$ cat src/rtl/knock_pkg.sv
// Shared router types and helpers for the output-port stage.
// Provides the grant encoder and the one-hot test used by out_port_buffer.
package knock_pkg;

    localparam int NUM_PORTS = 4;
    localparam int FLIT_W    = 32;

    typedef logic [FLIT_W-1:0] flit_t;
    typedef logic [1:0]        port_idx_t;

    // Lowest set bit wins, so a malformed grant still selects a single port.
    function automatic port_idx_t lowest_set(input logic [NUM_PORTS-1:0] g);
        port_idx_t idx;
        idx = '0;
        for (int i = NUM_PORTS - 1; i >= 0; i--) begin
            if (g[i]) idx = port_idx_t'(i);
        end
        return idx;
    endfunction

    function automatic logic is_onehot(input logic [NUM_PORTS-1:0] g);
        return (g != '0) && ((g & (g - 1'b1)) == '0);
    endfunction

endpackage

$ cat src/rtl/out_port_buffer_if.sv
// Arbiter-side and link-side signals of the output-port buffer.
// slave = buffer, master = arbiter plus downstream link.
interface out_port_buffer_if #(
    parameter int FLIT_W = knock_pkg::FLIT_W
);
    logic [knock_pkg::NUM_PORTS-1:0]             grant_i;
    logic                                        grant_v_i;
    logic [knock_pkg::NUM_PORTS-1:0][FLIT_W-1:0] flit_i;
    logic                                        buffer_full_o;
    logic [FLIT_W-1:0]                           data_o;
    logic                                        valid_o;
    logic                                        ready_i;

    modport slave (
        input  grant_i, grant_v_i, flit_i, ready_i,
        output buffer_full_o, data_o, valid_o
    );

    modport master (
        output grant_i, grant_v_i, flit_i, ready_i,
        input  buffer_full_o, data_o, valid_o
    );
endinterface

$ cat src/rtl/flit_fifo.sv
// Show-ahead FIFO: storage, wrap-around pointers and occupancy count.
// Push while full and pop while empty are ignored.
module flit_fifo #(
    parameter int W     = 32,
    parameter int DEPTH = 4,
    localparam int AW   = $clog2(DEPTH)
) (
    input  logic          clk,
    input  logic          rst,
    input  logic          push_i,
    input  logic          pop_i,
    input  logic [W-1:0]  wdata_i,
    output logic [W-1:0]  rdata_o,
    output logic          full_o,
    output logic          empty_o,
    output logic [AW:0]   count_o
);
    localparam logic [AW:0] FULL_CNT = (AW + 1)'(DEPTH);

    logic [W-1:0]  mem [DEPTH];
    logic [AW-1:0] wr_ptr_q, wr_ptr_d;
    logic [AW-1:0] rd_ptr_q, rd_ptr_d;
    logic [AW:0]   count_q, count_d;
    logic          do_push;
    logic          do_pop;

    // Full/empty come from the registered count only, so no input reaches them.
    assign full_o  = (count_q == FULL_CNT);
    assign empty_o = (count_q == '0);
    assign count_o = count_q;
    assign rdata_o = mem[rd_ptr_q];

    assign do_push = push_i & ~full_o;
    assign do_pop  = pop_i & ~empty_o;

    always_comb begin
        wr_ptr_d = wr_ptr_q;
        rd_ptr_d = rd_ptr_q;
        count_d  = count_q;
        if (do_push) wr_ptr_d = wr_ptr_q + 1'b1;
        if (do_pop)  rd_ptr_d = rd_ptr_q + 1'b1;
        case ({do_push, do_pop})
            2'b10:   count_d = count_q + 1'b1;
            2'b01:   count_d = count_q - 1'b1;
            default: count_d = count_q;
        endcase
    end

    always_ff @(posedge clk or negedge rst) begin
        if (!rst) begin
            wr_ptr_q <= '0;
            rd_ptr_q <= '0;
            count_q  <= '0;
        end else begin
            wr_ptr_q <= wr_ptr_d;
            rd_ptr_q <= rd_ptr_d;
            count_q  <= count_d;
        end
    end

    always_ff @(posedge clk) begin
        if (do_push) mem[wr_ptr_q] <= wdata_i;
    end

endmodule

$ cat src/rtl/out_port_buffer.sv
// Output-port stage: grant-selected flit into a FIFO, drained over valid/ready.
// OUT_PORT_BUF_CHECK_EN enables a sticky protocol-error flag and drops non-one-hot grants.
module out_port_buffer #(
    parameter int FLIT_W = knock_pkg::FLIT_W,
    parameter int DEPTH  = 4
) (
    input  logic                    clk,
    input  logic                    rst,
    out_port_buffer_if.slave        bus,
    output logic [$clog2(DEPTH):0]  count_o,
    output logic                    error_o
);
    import knock_pkg::*;

    port_idx_t         sel_idx;
    logic [FLIT_W-1:0] wr_flit;
    logic              grant_ok;
    logic              wr_en;
    logic              empty;

    assign sel_idx = lowest_set(bus.grant_i);
    assign wr_flit = bus.flit_i[sel_idx];
    assign wr_en   = bus.grant_v_i & grant_ok;
    assign bus.valid_o = ~empty;

`ifdef OUT_PORT_BUF_CHECK_EN
    logic error_q, error_d;

    assign grant_ok = is_onehot(bus.grant_i);

    always_comb begin
        error_d = error_q;
        if (bus.grant_v_i && (!grant_ok || bus.buffer_full_o)) error_d = 1'b1;
    end

    always_ff @(posedge clk or negedge rst) begin
        if (!rst) error_q <= 1'b0;
        else      error_q <= error_d;
    end

    assign error_o = error_q;
`else
    assign grant_ok = 1'b1;
    assign error_o  = 1'b0;
`endif

    flit_fifo #(
        .W     (FLIT_W),
        .DEPTH (DEPTH)
    ) u_fifo (
        .clk     (clk),
        .rst     (rst),
        .push_i  (wr_en),
        .pop_i   (bus.ready_i),
        .wdata_i (wr_flit),
        .rdata_o (bus.data_o),
        .full_o  (bus.buffer_full_o),
        .empty_o (empty),
        .count_o (count_o)
    );

endmodule

$ cat src/flat_wrapper.sv
// flat-port wrapper written by rule: the top's interface ports become plain ports
module out_port_buffer_flat import knock_pkg::*;
#(
    parameter int FLIT_W = knock_pkg::FLIT_W,
    parameter int DEPTH  = 4
)
  (clk, rst, count_o, error_o, bus_grant_i, bus_grant_v_i, bus_flit_i, bus_ready_i, bus_buffer_full_o, bus_data_o, bus_valid_o);
  out_port_buffer_if #(.FLIT_W(FLIT_W)) bus_i ();
  input  logic clk;
  input  logic rst;
  output logic [$clog2(DEPTH):0] count_o;
  output logic error_o;
  input wire logic [$bits(bus_i.grant_i)-1:0] bus_grant_i;
  input wire logic [$bits(bus_i.grant_v_i)-1:0] bus_grant_v_i;
  input wire logic [$bits(bus_i.flit_i)-1:0] bus_flit_i;
  input wire logic [$bits(bus_i.ready_i)-1:0] bus_ready_i;
  output wire logic [$bits(bus_i.buffer_full_o)-1:0] bus_buffer_full_o;
  output wire logic [$bits(bus_i.data_o)-1:0] bus_data_o;
  output wire logic [$bits(bus_i.valid_o)-1:0] bus_valid_o;
  assign bus_i.grant_i = bus_grant_i;
  assign bus_i.grant_v_i = bus_grant_v_i;
  assign bus_i.flit_i = bus_flit_i;
  assign bus_i.ready_i = bus_ready_i;
  assign bus_buffer_full_o = bus_i.buffer_full_o;
  assign bus_data_o = bus_i.data_o;
  assign bus_valid_o = bus_i.valid_o;
  out_port_buffer #(.FLIT_W(FLIT_W), .DEPTH(DEPTH)) u_core (.clk(clk), .rst(rst), .bus(bus_i), .count_o(count_o), .error_o(error_o));
endmodule
$ cat config.mk
export PLATFORM = sky130hd
export DESIGN_NAME = out_port_buffer_flat
export DESIGN_NICKNAME = d
export VERILOG_FILES = /design/src/rtl/knock_pkg.sv /design/src/rtl/out_port_buffer_if.sv /design/src/rtl/flit_fifo.sv /design/src/rtl/out_port_buffer.sv /design/src/flat_wrapper.sv
export SDC_FILE = /design/constraint.sdc
export NUM_CORES = 1
export LEC_CHECK = 0
export ABC_AREA = 1
export ABC_CLOCK_PERIOD_IN_PS = 7070
export CAP_MARGIN = 20
export CORE_UTILIZATION = 44
export DETAILED_ROUTE_END_ITERATION = 12
export DONT_BUFFER_PORTS = 1
export PLACE_DENSITY_LB_ADDON = 0.25
export SYNTH_ARGS = -nofsm -noshare
export SYNTH_HDL_FRONTEND = slang
export SYNTH_HIERARCHICAL = 1
export SYNTH_SLANG_ARGS = --single-unit
$ cat constraint.sdc
create_clock -name clk -period 7.07 [get_ports clk]
set_input_delay 2.121 -clock clk [delete_from_list [all_inputs] [get_ports clk]]
set_output_delay 2.121 -clock clk [all_outputs]
set_load 0.01 [all_outputs]
; Word-level counts from Yosys, hierarchy flattened
; Memory sizes are Yosys's and may differ from the RTL's.
; Index checks and enable logic that the tools add are counted.
[totals]
output_inout_bits = 38
input_bits = 136
word_cells = 27
mem_count = 1
register_bits = 7
ram_bits = 128
[mem_list]
columns = memory, depth, word_bits, rd, rd_ports_with_merged_regs, write_ports, line_no
row1 = u_core.u_fifo.mem, 4, 32, 1, 0, 1, flit_fifo.sv:20  ; logic [W-1:0] mem [DEPTH];
[classes]
magnitude_cmp = 1
add_sub_neg = 4
reduce_logical = 2
n_eq_ne = 3
n_mux = 9
bitwise = 4
[ops]
columns = op, n
row1 = $bmux 32 s2, 1
row2 = $mux 32, 1
row3 = $mux 2, 4
row4 = $pmux 3 s2, 1
row5 = $add 2x1->2 const B, 2
row6 = $add 3x1->3 const B, 1
row7 = $eq 3x3->1 const B, 1
row8 = $logic_not 3->1, 1
row9 = $lt 2x3->1 const B, 1
row10 = $sub 3x1->3 const B, 1
row11 = $and 1x1->1, 2
row12 = $eq 2x1->1 const B, 1
row13 = $eq 2x2->1 const B, 1
row14 = $mux 1, 2
row15 = $not 1->1, 2
row16 = $reduce_bool 2->1, 1

; Depth between registers and ports, before layout
; Gate-level depths: netlist (run 1).
[logic_depth]
word_depth = 6
depth_mapped = 12
mapped_depth_nobuf = 12

; Hierarchy
; The synthesis (run 1) kept the hierarchy.
[modules_own_cells]
columns = mod, cells_per_inst, seq_area_each_um2, area_each_um2, instances
row1 = flit_fifo, 435, 4018.9, 5562.8, 1
row2 = out_port_buffer, 391, 0.0, 1971.9, 1

; Least setup slack after synthesis (run 1)
; No wires, ideal clock.
[synth_timing]
kind = input to register
startpoint = input port bus_grant_v_i
endpoint = memory u_core.u_fifo.mem[0][0], enable pin
required_ns = 6.649
arrival_time_ns = 3.626
cell_stages = 2
path_slack_ns = 3.022
path_buffers = 0
setup_ns = 0.421
cell_sequence = nand2_1 -> nor2_1
[synth_via]
elab_chain_cells = 3
[synth_rtl]
columns = item, line_no
row1 = "start, declared", flat_wrapper.sv:14  ; input wire logic [$bits(bus_i.grant_v_i)-1:0] bus_grant_v_i;
row2 = $and 1x1->1, flit_fifo.sv:33  ; assign do_push = push_i & ~full_o;
row3 = $mux 1, flit_fifo.sv:62  ; if (do_push) mem[wr_ptr_q] <= wdata_i;
row4 = $mux 1 (implied by the code), flit_fifo.sv:62
row5 = "end, declared", flit_fifo.sv:20
; No other way between the ends.

; Worst setup path after layout (run 1)
[layout_timing]
startpoint = register u_core.u_fifo.rd_ptr_q[0]
endpoint = output port bus_data_o[19]
[layout_via]
elab_chain_cells = 1
[layout_rtl]
columns = item, line_no
row1 = "start, declared", flit_fifo.sv:22  ; logic [AW-1:0] rd_ptr_q, rd_ptr_d;
row2 = "start signal, assigned", flit_fifo.sv:56  ; rd_ptr_q <= rd_ptr_d;
row3 = $mem_v2 4x32, -
row4 = "end, declared", flat_wrapper.sv:18  ; output wire logic [$bits(bus_i.data_o)-1:0] bus_data_o;
; No other way between the ends.

==> flow_summary.json, run 1 <==
{
  "hold_ws_ns": 0.5228,
  "fin_area_um2": 8061,
  "m1WireLength_mm": 7.422,
  "grt_pass1_wl_mm": 24.51,
  "hold_class": "reg -> reg",
  "h-tree-depth": 4,
  "slew_violations": 0,
  "skew_ns": 0.007616,
  "layout_setup_ws_ns": 2.443,
  "place_ws_ns": 2.798,
  "cts_resized": 0,
  "max_cap_violations": 0,
  "drtIter0Drc": 286,
  "synth_fp_nets": 968,
  "placed_area_um2": 7457,
  "clk_pin_slew_ns": 0.06,
  "rows": 47,
  "drtPass1Iterations": 4,
  "overflow": 0,
  "vias": 5052,
  "irDropWorstVdd_uv": 201.4,
  "power_density_nw_per_um2": 356.9,
  "ant_nets": 0,
  "slew_headroom": 0.3652,
  "final_net_count": 947,
  "port_buffers": 0,
  "rsz0062_at_grt": "false",
  "drive_above_1_share": 0.1015,
  "path_max_fanout": 77,
  "insertion_delay_ns": 0.40,
  "cp-start-kind": "flop",
  "top_layer": "met4",
  "nFillCells": 1523,
  "crit_type": "reg -> out",
  "cts_tree": "yes",
  "cts_buffer_depth": 2,
  "grt_use_total": 0.1839,
  "power_frac_clock": 0.304,
  "yosysUniqueCellTypes": 26,
  "finalSetupTns_ns": 0,
  "grt_pass1_vias": 4735,
  "io_pins": 174,
  "fin_crit_ns": 4.627,
  "max_freq_mhz": 216.1,
  "seq_area_frac_synth": 0.5334,
  "tightest_slew_ns": 0.9522,
  "wl_mm": 15.78,
  "core_um2": 16640,
  "r2r_slack_ns": 4.88,
  "hold_viol_final": 0,
  "endpoint_kind": "output port",
  "cts_num_sinks": 135,
  "fin_crit_sh": 0.6545,
  "switching_share": 0.3519,
  "place_hpwl_mm": 10.61,
  "synth_top_area_frac": 0.5101,
  "synth_area_leaders": "edfxtp_1, inv_1, nand2_1",
  "met2WireLength_mm": 7.344,
  "yosysWarningCount": 6,
  "combPwrFrac": 0.304,
  "die_h_um": 132.9,
  "power.switching_uw": 1013,
  "vias_per_cell": 4.867,
  "numCtsBuffers": 17,
  "synth_top_area_cell": "edfxtp_1",
  "die_w_um": 132.9,
  "avgSynthCellArea_um2": 9.122,
  "drc": 0,
  "syn_inst": 826,
  "hold_buffers": 0,
  "ys_ff_latch": 135,
  "area_delta_synth_final_pct": 6.991,
  "antenna_cells": 0,
  "cp_data_required_time_ns": 4.95,
  "die_area_um2": 17650,
  "setup_viol": 0,
  "grt_antenna_before_repair": 0,
  "most-common-layout-cells": "inv_1, nand2_1, edfxtp_1",
  "pwr-share-seq": 0.392,
  "status": "complete, no violations",
  "gp_congestion": 0.8256,
  "critPathArrivalTime_ns": 2.51,
  "p_leak_uw": 0.003771,
  "wl_per_cell_um": 15.20,
  "post-cts-setup-buffers": 0,
  "wl_met3_um": 903,
  "grt_max_degree": 78,
  "p_int_uw": 1865,
  "start_util": 0.4527,
  "synthesis.area_um2": 7535,
  "cts_root_buffer": "clkbuf_16"
}
## area by class of cell
cell class | count | area (um2) | share of cell area
clock buffer | 18 | 429.2 | 0.05324
clock inverter | 14 | 175.2 | 0.02173
inverter | 214 | 809.5 | 0.1004
multi-input combinational | 429 | 2286 | 0.2836
sequential | 135 | 4019 | 0.4985
tap | 220 | 275.3 | 0.03415
timing repair buffer | 8 | 67.56 | 0.008381
## synthesized netlist by cell type
master    count
buf_2        12
nand3_1     103
fa_1          1
buf_4        10
inv_2         3
buf_12        3
o211ai_1     64
edfxtp_1    128
nand4_1       1
conb_1        1
dfrtp_1       7
ha_1          5
clkbuf_4      3
buf_8         1
nor2_2        1
clkbuf_1      2
nand2_2       1
nand2_1     210
nand2_4       3
nand3_2      32
buf_6        17
nor2_1        5
inv_1       210
clkinv_4      1
xnor2_1       1
o21ai_0       1
## cell families (layout without fill, tap and decap cells)
group | count (synthesis) | count (layout) | share of synthesized area
AOI/OAI and AO/OA | 65 | 65 | 0.06443
and+or+nand+nor | 356 | 356 | 0.2250
xor gates and xnor gates | 1 | 1 | 0.001163
DFF | 135 | 135 | 0.5334
other | 1 | 1 | 0.0004977
buffers and inverters | 262 | 254 | 0.1646
adders and majority gates | 6 | 6 | 0.01096
## worst paths after layout
kind / from / endpoint / cells past startpoint
setup reg to reg: u_core/u_fifo/count_o[0]$_DFFE_PN0P_ / u_core/u_fifo/mem[1][0]$_DFFE_PP_ / 5
setup / recovery: u_core/u_fifo/rd_ptr_q[0]$_DFFE_PN0P_ / bus_data_o[19] / 4
max in group asynchronous: rst / u_core/u_fifo/count_o[0]$_DFFE_PN0P_ / 0
hold reg to reg: u_core/u_fifo/rd_ptr_q[0]$_DFFE_PN0P_ / u_core/u_fifo/rd_ptr_q[0]$_DFFE_PN0P_ / 2
min in group asynchronous: rst / u_core/u_fifo/rd_ptr_q[1]$_DFFE_PN0P_ / 0
hold / removal: u_core/u_fifo/rd_ptr_q[0]$_DFFE_PN0P_ / u_core/u_fifo/rd_ptr_q[0]$_DFFE_PN0P_ / 2
## flip-flops by register name (all words and copies together), names as in the netlist
| signal | flops |
|---|---|
| u_core/u_fifo/count_o | 3 |
| u_core/u_fifo/mem | 128 |
| u_core/u_fifo/rd_ptr_q | 2 |
| u_core/u_fifo/wr_ptr_q | 2 |
## stage by stage
stage,cells,total power (uW),utilization
2_1_floorplan,826,1890,-
3_3_place_gp,1005,2021,0.4472
3_5_place_dp,1006,2043,0.4481
4_1_cts,1038,2916,0.4844
5_1_grt,1038,3058,0.4844
6_report,1038,2877,0.4844
## power groups by stage
stage / clock [uW] / sequential, uW / combinational (uW)
after CTS: 887 / 1130 / 899
after detailed placement: 0 / 1150 / 897
after global routing: 922 / 1140 / 993
after floorplan: 0 / 1140 / 752
final: 874 / 1130 / 875
after global placement: 0 / 1140 / 878
## per-layer routing
metal	track usage	up-vias
met2	0.3010	162
met3	0.04483	9
met1	0.2432	2285
li1	-	2596
met4	0.04981	0
met5	0	-
## critical path: stages (launching register included)
cell and delay, ns:
dfrtp_1 0.37, clkinv_2 0.71, buf_4 0.60, o211ai_1 0.24, nand2_1 0.15
No activity file was read; power rests on OpenSTA's default activity.
==> run 2: changes to the inputs <==
--- a/config.mk
+++ b/config.mk
@@ -6,7 +6,7 @@
 export NUM_CORES = 1
 export LEC_CHECK = 0
 export ABC_AREA = 1
-export ABC_CLOCK_PERIOD_IN_PS = 7070
+export ABC_CLOCK_PERIOD_IN_PS = 3800
 export CAP_MARGIN = 20
 export CORE_UTILIZATION = 44
 export DETAILED_ROUTE_END_ITERATION = 12
==> constraint.sdc (replaced) <==
create_clock -name clk -period 3.8 [get_ports clk]
set_input_delay 1.14 -clock clk [delete_from_list [all_inputs] [get_ports clk]]
set_output_delay 1.14 -clock clk [all_outputs]
set_load 0.01 [all_outputs]
==> run 2 against run 1 <==
Sequential cell count is the same. Critical path depth is the same. Utilization grew 0.30 points. Non-clock buffer count grew 8. Combinational power grew 97%. Die area is the same. Critical path type unchanged.
==> flow_summary.json, run 2 (synthesized netlist as in run 1, its figures left out) <==
{
  "rows": 47,
  "start_util": 0.4527,
  "max_cap_violations": 0,
  "fin_area_um2": 8112,
  "tightest_slew_ns": 0.6776,
  "numCtsBuffers": 17,
  "area_delta_synth_final_pct": 7.655,
  "wl_mm": 16.44,
  "drtIter0Drc": 274,
  "clk_pin_slew_ns": 0.06,
  "slew_violations": 0,
  "grt_max_degree": 65,
  "cp_data_required_time_ns": 2.66,
  "layout_setup_ws_ns": 0.6135,
  "max_freq_mhz": 313.8,
  "core_um2": 16640,
  "largest_reg_flops": 128,
  "die_h_um": 132.9,
  "ant_nets": 0,
  "cts_tree": "yes",
  "p_leak_uw": 0.003811,
  "fin_crit_ns": 3.186,
  "drtPass1Iterations": 5,
  "endpoint_kind": "output port",
  "crit_type": "reg -> out",
  "top_register": "u_core/u_fifo/mem",
  "cts_root_buffer": "clkbuf_16",
  "io_pins": 174,
  "port_buffers": 0,
  "vias_per_cell": 4.967,
  "critPathArrivalTime_ns": 2.05,
  "post-cts-setup-buffers": 0,
  "power_density_nw_per_um2": 662.5,
  "vias": 5195,
  "path_max_fanout": 48,
  "skew_ns": 0.006180,
  "status": "complete, no violations",
  "insertion_delay_ns": 0.41,
  "nFillCells": 1583,
  "multiInputGateArea_um2": 2286,
  "antenna_cells": 0,
  "cp-start-kind": "flop",
  "hold_viol_final": 0,
  "die_area_um2": 17650,
  "setup_viol": 0,
  "fin_util": 0.4874,
  "hold_buffers": 0,
  "placed_area_um2": 7547,
  "grt_pass1_vias": 4906,
  "final_net_count": 955,
  "drive_above_1_share": 0.1077,
  "cts_num_sinks": 135,
  "finalSetupTns_ns": 0,
  "grt_use_total": 0.1985,
  "place_hpwl_mm": 11.38,
  "fin_crit_sh": 0.8385,
  "h-tree-depth": 4,
  "drc": 0,
  "hold_class": "in -> async",
  "die_w_um": 132.9,
  "regArea_um2": 4019,
  "grt_antenna_before_repair": 0,
  "place_ws_ns": 1.019,
  "gp_congestion": 0.8253,
  "hold_ws_ns": 0.4196,
  "cts_buffer_depth": 2,
  "most-common-layout-cells": "inv_1, nand2_1, edfxtp_1",
  "cts_resized": 0,
  "grt_pass1_wl_mm": 26.34,
  "slew_headroom": 0.5478,
  "rsz0062_at_grt": "false",
  "wl_per_cell_um": 15.71,
  "irDropWorstVdd_uv": 374.0,
  "overflow": 0
}
[run 2: final cells by class]
| cell class | count | share of cell area |
|---|---|---|
| inverter | 214 | 0.09980 |
| timing repair buffer | 16 | 0.01944 |
| sequential | 135 | 0.4954 |
| clock inverter | 14 | 0.01666 |
| multi-input combinational | 429 | 0.2818 |
| tap | 220 | 0.03393 |
| clock buffer | 18 | 0.05291 |
[run 2: power breakdown]
group | total [uW] | leakage [uW] | switching [uW] | internal [uW]
Combinational | 1720 | 0.00229 | 1230 | 486
Sequential | 2110 | 0.00126 | 112 | 2000
Clock | 1540 | 0.000268 | 586 | 955
[run 2: final timing paths]
path / start / to / slack [ns] / cells past startpoint
max: u_core/u_fifo/rd_ptr_q[0]$_DFFE_PN0P_ / bus_data_o[19] / 0.61 / 4
min: rst / u_core/u_fifo/wr_ptr_q[1]$_DFFE_PN0P_ / 0.42 / 0
max reg2reg: u_core/u_fifo/count_o[0]$_DFFE_PN0P_ / u_core/u_fifo/mem[3][11]$_DFFE_PP_ / 1.64 / 5
min reg2reg: u_core/u_fifo/rd_ptr_q[0]$_DFFE_PN0P_ / u_core/u_fifo/rd_ptr_q[0]$_DFFE_PN0P_ / 0.54 / 2
max in group asynchronous: rst / u_core/u_fifo/wr_ptr_q[0]$_DFFE_PN0P_ / 3.31 / 0
min in group clk: u_core/u_fifo/rd_ptr_q[0]$_DFFE_PN0P_ / u_core/u_fifo/rd_ptr_q[0]$_DFFE_PN0P_ / 0.54 / 2
[run 2: metrics by stage]
step | power [uW] | instances
floorplan | 3516 | 826
global placement | 3869 | 1014
detailed placement | 3901 | 1014
CTS | 5445 | 1046
global route | 5732 | 1046
finish | 5374 | 1046
[run 2: layer usage]
layer	track usage	up-vias	part of all wire
li1	-	2613	-
met1	0.2765	2419	0.47
met2	0.3092	148	0.47
met3	0.04023	15	0.050
met4	0.06577	0	0.012
met5	0	-	0
[run 2: critical path, stage by stage, from the launching register on]
cell and delay, ns:
dfrtp_1 0.39, clkinv_2 0.47, buf_12 0.39, o211ai_1 0.19
nand2_1 0.16
==> run 3: changes to the inputs <==
--- a/config.mk
+++ b/config.mk
@@ -6,7 +6,7 @@
 export NUM_CORES = 1
 export LEC_CHECK = 0
 export ABC_AREA = 1
-export ABC_CLOCK_PERIOD_IN_PS = 3800
+export ABC_CLOCK_PERIOD_IN_PS = 2800
 export CAP_MARGIN = 20
 export CORE_UTILIZATION = 44
 export DETAILED_ROUTE_END_ITERATION = 12
==> constraint.sdc (replaced) <==
create_clock -name clk -period 2.8 [get_ports clk]
set_input_delay 0.84 -clock clk [delete_from_list [all_inputs] [get_ports clk]]
set_output_delay 0.84 -clock clk [all_outputs]
set_load 0.01 [all_outputs]
==> run 3 against run 2 <==
Sequential cell count is the same. First-iteration DRC count grew 9.9%. Largest cell class unchanged. Critical path type unchanged. Global-route usage shrank 0.77 points. Sequential share of layout area grew 0.29 points. Critical endpoint is now bus_data_o[31]. Die area is the same.
==> flow_summary.json, run 3 (synthesized netlist as in run 1, its figures left out) <==
{
  "status": "complete, no violations",
  "finalSetupTns_ns": 0,
  "cts_root_buffer": "clkbuf_16",
  "setup_viol": 0,
  "slew_violations": 0,
  "cp-start-kind": "flop",
  "critPathArrivalTime_ns": 1.73,
  "grt_pass1_vias": 4800,
  "numCtsBuffers": 17,
  "tightest_slew_ns": 0.5334,
  "io_pins": 174,
  "p_int_uw": 4611,
  "slew_headroom": 0.6444,
  "cp_data_required_time_ns": 1.96,
  "most-common-layout-cells": "inv_1, nand2_1, edfxtp_1",
  "largest_reg_flops": 128,
  "cts_buffer_depth": 2,
  "drive_above_1_share": 0.09951,
  "max_freq_mhz": 388.7,
  "drtIter0Drc": 301,
  "die_w_um": 132.9,
  "overflow": 0,
  "grt_antenna_before_repair": 0,
  "place_ws_ns": 0.5634,
  "wl_mm": 16.08,
  "gp_congestion": 0.8384,
  "endpoint_kind": "output port",
  "area_delta_synth_final_pct": 7.024,
  "ant_nets": 0,
  "clk_pin_slew_ns": 0.05,
  "rows": 47,
  "hold_buffers": 0,
  "grt_pass1_wl_mm": 25.27,
  "insertion_delay_ns": 0.41,
  "h-tree-depth": 4,
  "core_um2": 16640,
  "grt_max_degree": 131,
  "p_leak_uw": 0.003789,
  "cts_resized": 0,
  "post-cts-setup-buffers": 0,
  "port_buffers": 0,
  "vias": 5198,
  "skew_ns": 0.01005,
  "pwr-share-seq": 0.396,
  "die_h_um": 132.9,
  "power.switching_uw": 2586,
  "drtPass1Iterations": 5,
  "rsz0062_at_grt": "false",
  "antenna_cells": 0,
  "cts_tree": "yes",
  "cts_num_sinks": 135,
  "combPwrFrac": 0.322,
  "hold_viol_final": 0,
  "drc": 0,
  "max_cap_violations": 0,
  "path_max_fanout": 130,
  "fin_crit_ns": 2.572,
  "vias_per_cell": 4.979,
  "grt_use_total": 0.1908,
  "crit_type": "reg -> out",
  "power_frac_clock": 0.282,
  "fin_crit_sh": 0.9187,
  "die_area_um2": 17650,
  "wl_per_cell_um": 15.40,
  "power_density_nw_per_um2": 892.5,
  "start_util": 0.4527,
  "irDropWorstVdd_uv": 515.6,
  "power_uw": 7197,
  "place_hpwl_mm": 10.73,
  "top_register": "u_core/u_fifo/mem",
  "layout_setup_ws_ns": 0.2276,
  "switching_share": 0.3594,
  "hold_class": "in -> async",
  "final_net_count": 953
}
==> run 3: area by class of cell <==
| class | instances | area (um2) |
|---|---|---|
| Inverter | 214 | 809.5 |
| Fill cell | 1541 | 8578 |
| Clock buffer | 18 | 429.2 |
| Timing Repair Buffer | 14 | 130.1 |
| Multi-Input combinational cell | 429 | 2286 |
| Sequential cell | 135 | 4019 |
| Tap cell | 220 | 275.3 |
| Clock inverter | 14 | 115.1 |
==> run 3: critical path, cell delays in order, from the launching register on <==
cell,delay (ns)
dfrtp_1,0.40
clkinv_2,0.07
buf_12,0.39
nand2_1,0.11
o211ai_1,0.10
nand2_1,0.20
==> run 3: stage by stage <==
step	utilization	std cells	hold WS, ns	area (um2)
floorplan	-	826	0.4841	7535
global placement	0.4518	1012	0.5218	7520
finish	0.4846	1044	0.1237	8064
CTS	0.4846	1044	0.09406	8064
detailed placement	0.4518	1012	0.5266	7520
global route	0.4846	1044	0.1014	8064
==> run 3: layer usage <==
layer | GRT usage | part of all wire | vias up
met3 | 0.03640 | 0.050 | 23
met1 | 0.2613 | 0.47 | 2394
met5 | 0 | 0 | -
li1 | - | - | 2610
met2 | 0.2949 | 0.46 | 171
met4 | 0.08301 | 0.019 | 0
==> run 3: path summary, 6_finish.rpt <==
check	startpoint	endpoint	slack, ns	cells past startpoint
min in group clk	u_core/u_fifo/rd_ptr_q[0]$_DFFE_PN0P_	u_core/u_fifo/rd_ptr_q[0]$_DFFE_PN0P_	0.53	2
worst max-delay path	u_core/u_fifo/rd_ptr_q[0]$_DFFE_PN0P_	bus_data_o[31]	0.23	5
max in group asynchronous	rst	u_core/u_fifo/rd_ptr_q[0]$_DFFE_PN0P_	2.61	0
worst min register to register	u_core/u_fifo/rd_ptr_q[0]$_DFFE_PN0P_	u_core/u_fifo/rd_ptr_q[0]$_DFFE_PN0P_	0.53	2
worst max register to register	u_core/u_fifo/count_o[0]$_DFFE_PN0P_	u_core/u_fifo/count_o[2]$_DFFE_PN0P_	0.74	10
worst min-delay path	rst	u_core/u_fifo/count_o[0]$_DFFE_PN0P_	0.12	0
==> run 3: power by group through the flow <==
stage / Clock, uW / Sequential (uW) / Combinational, uW
after floorplan: 0 / 2870 / 1900
after global routing: 2160 / 2890 / 2610
after detailed placement: 0 / 2890 / 2370
after CTS: 2090 / 2850 / 2380
after global placement: 0 / 2890 / 2350
final: 2030 / 2850 / 2320
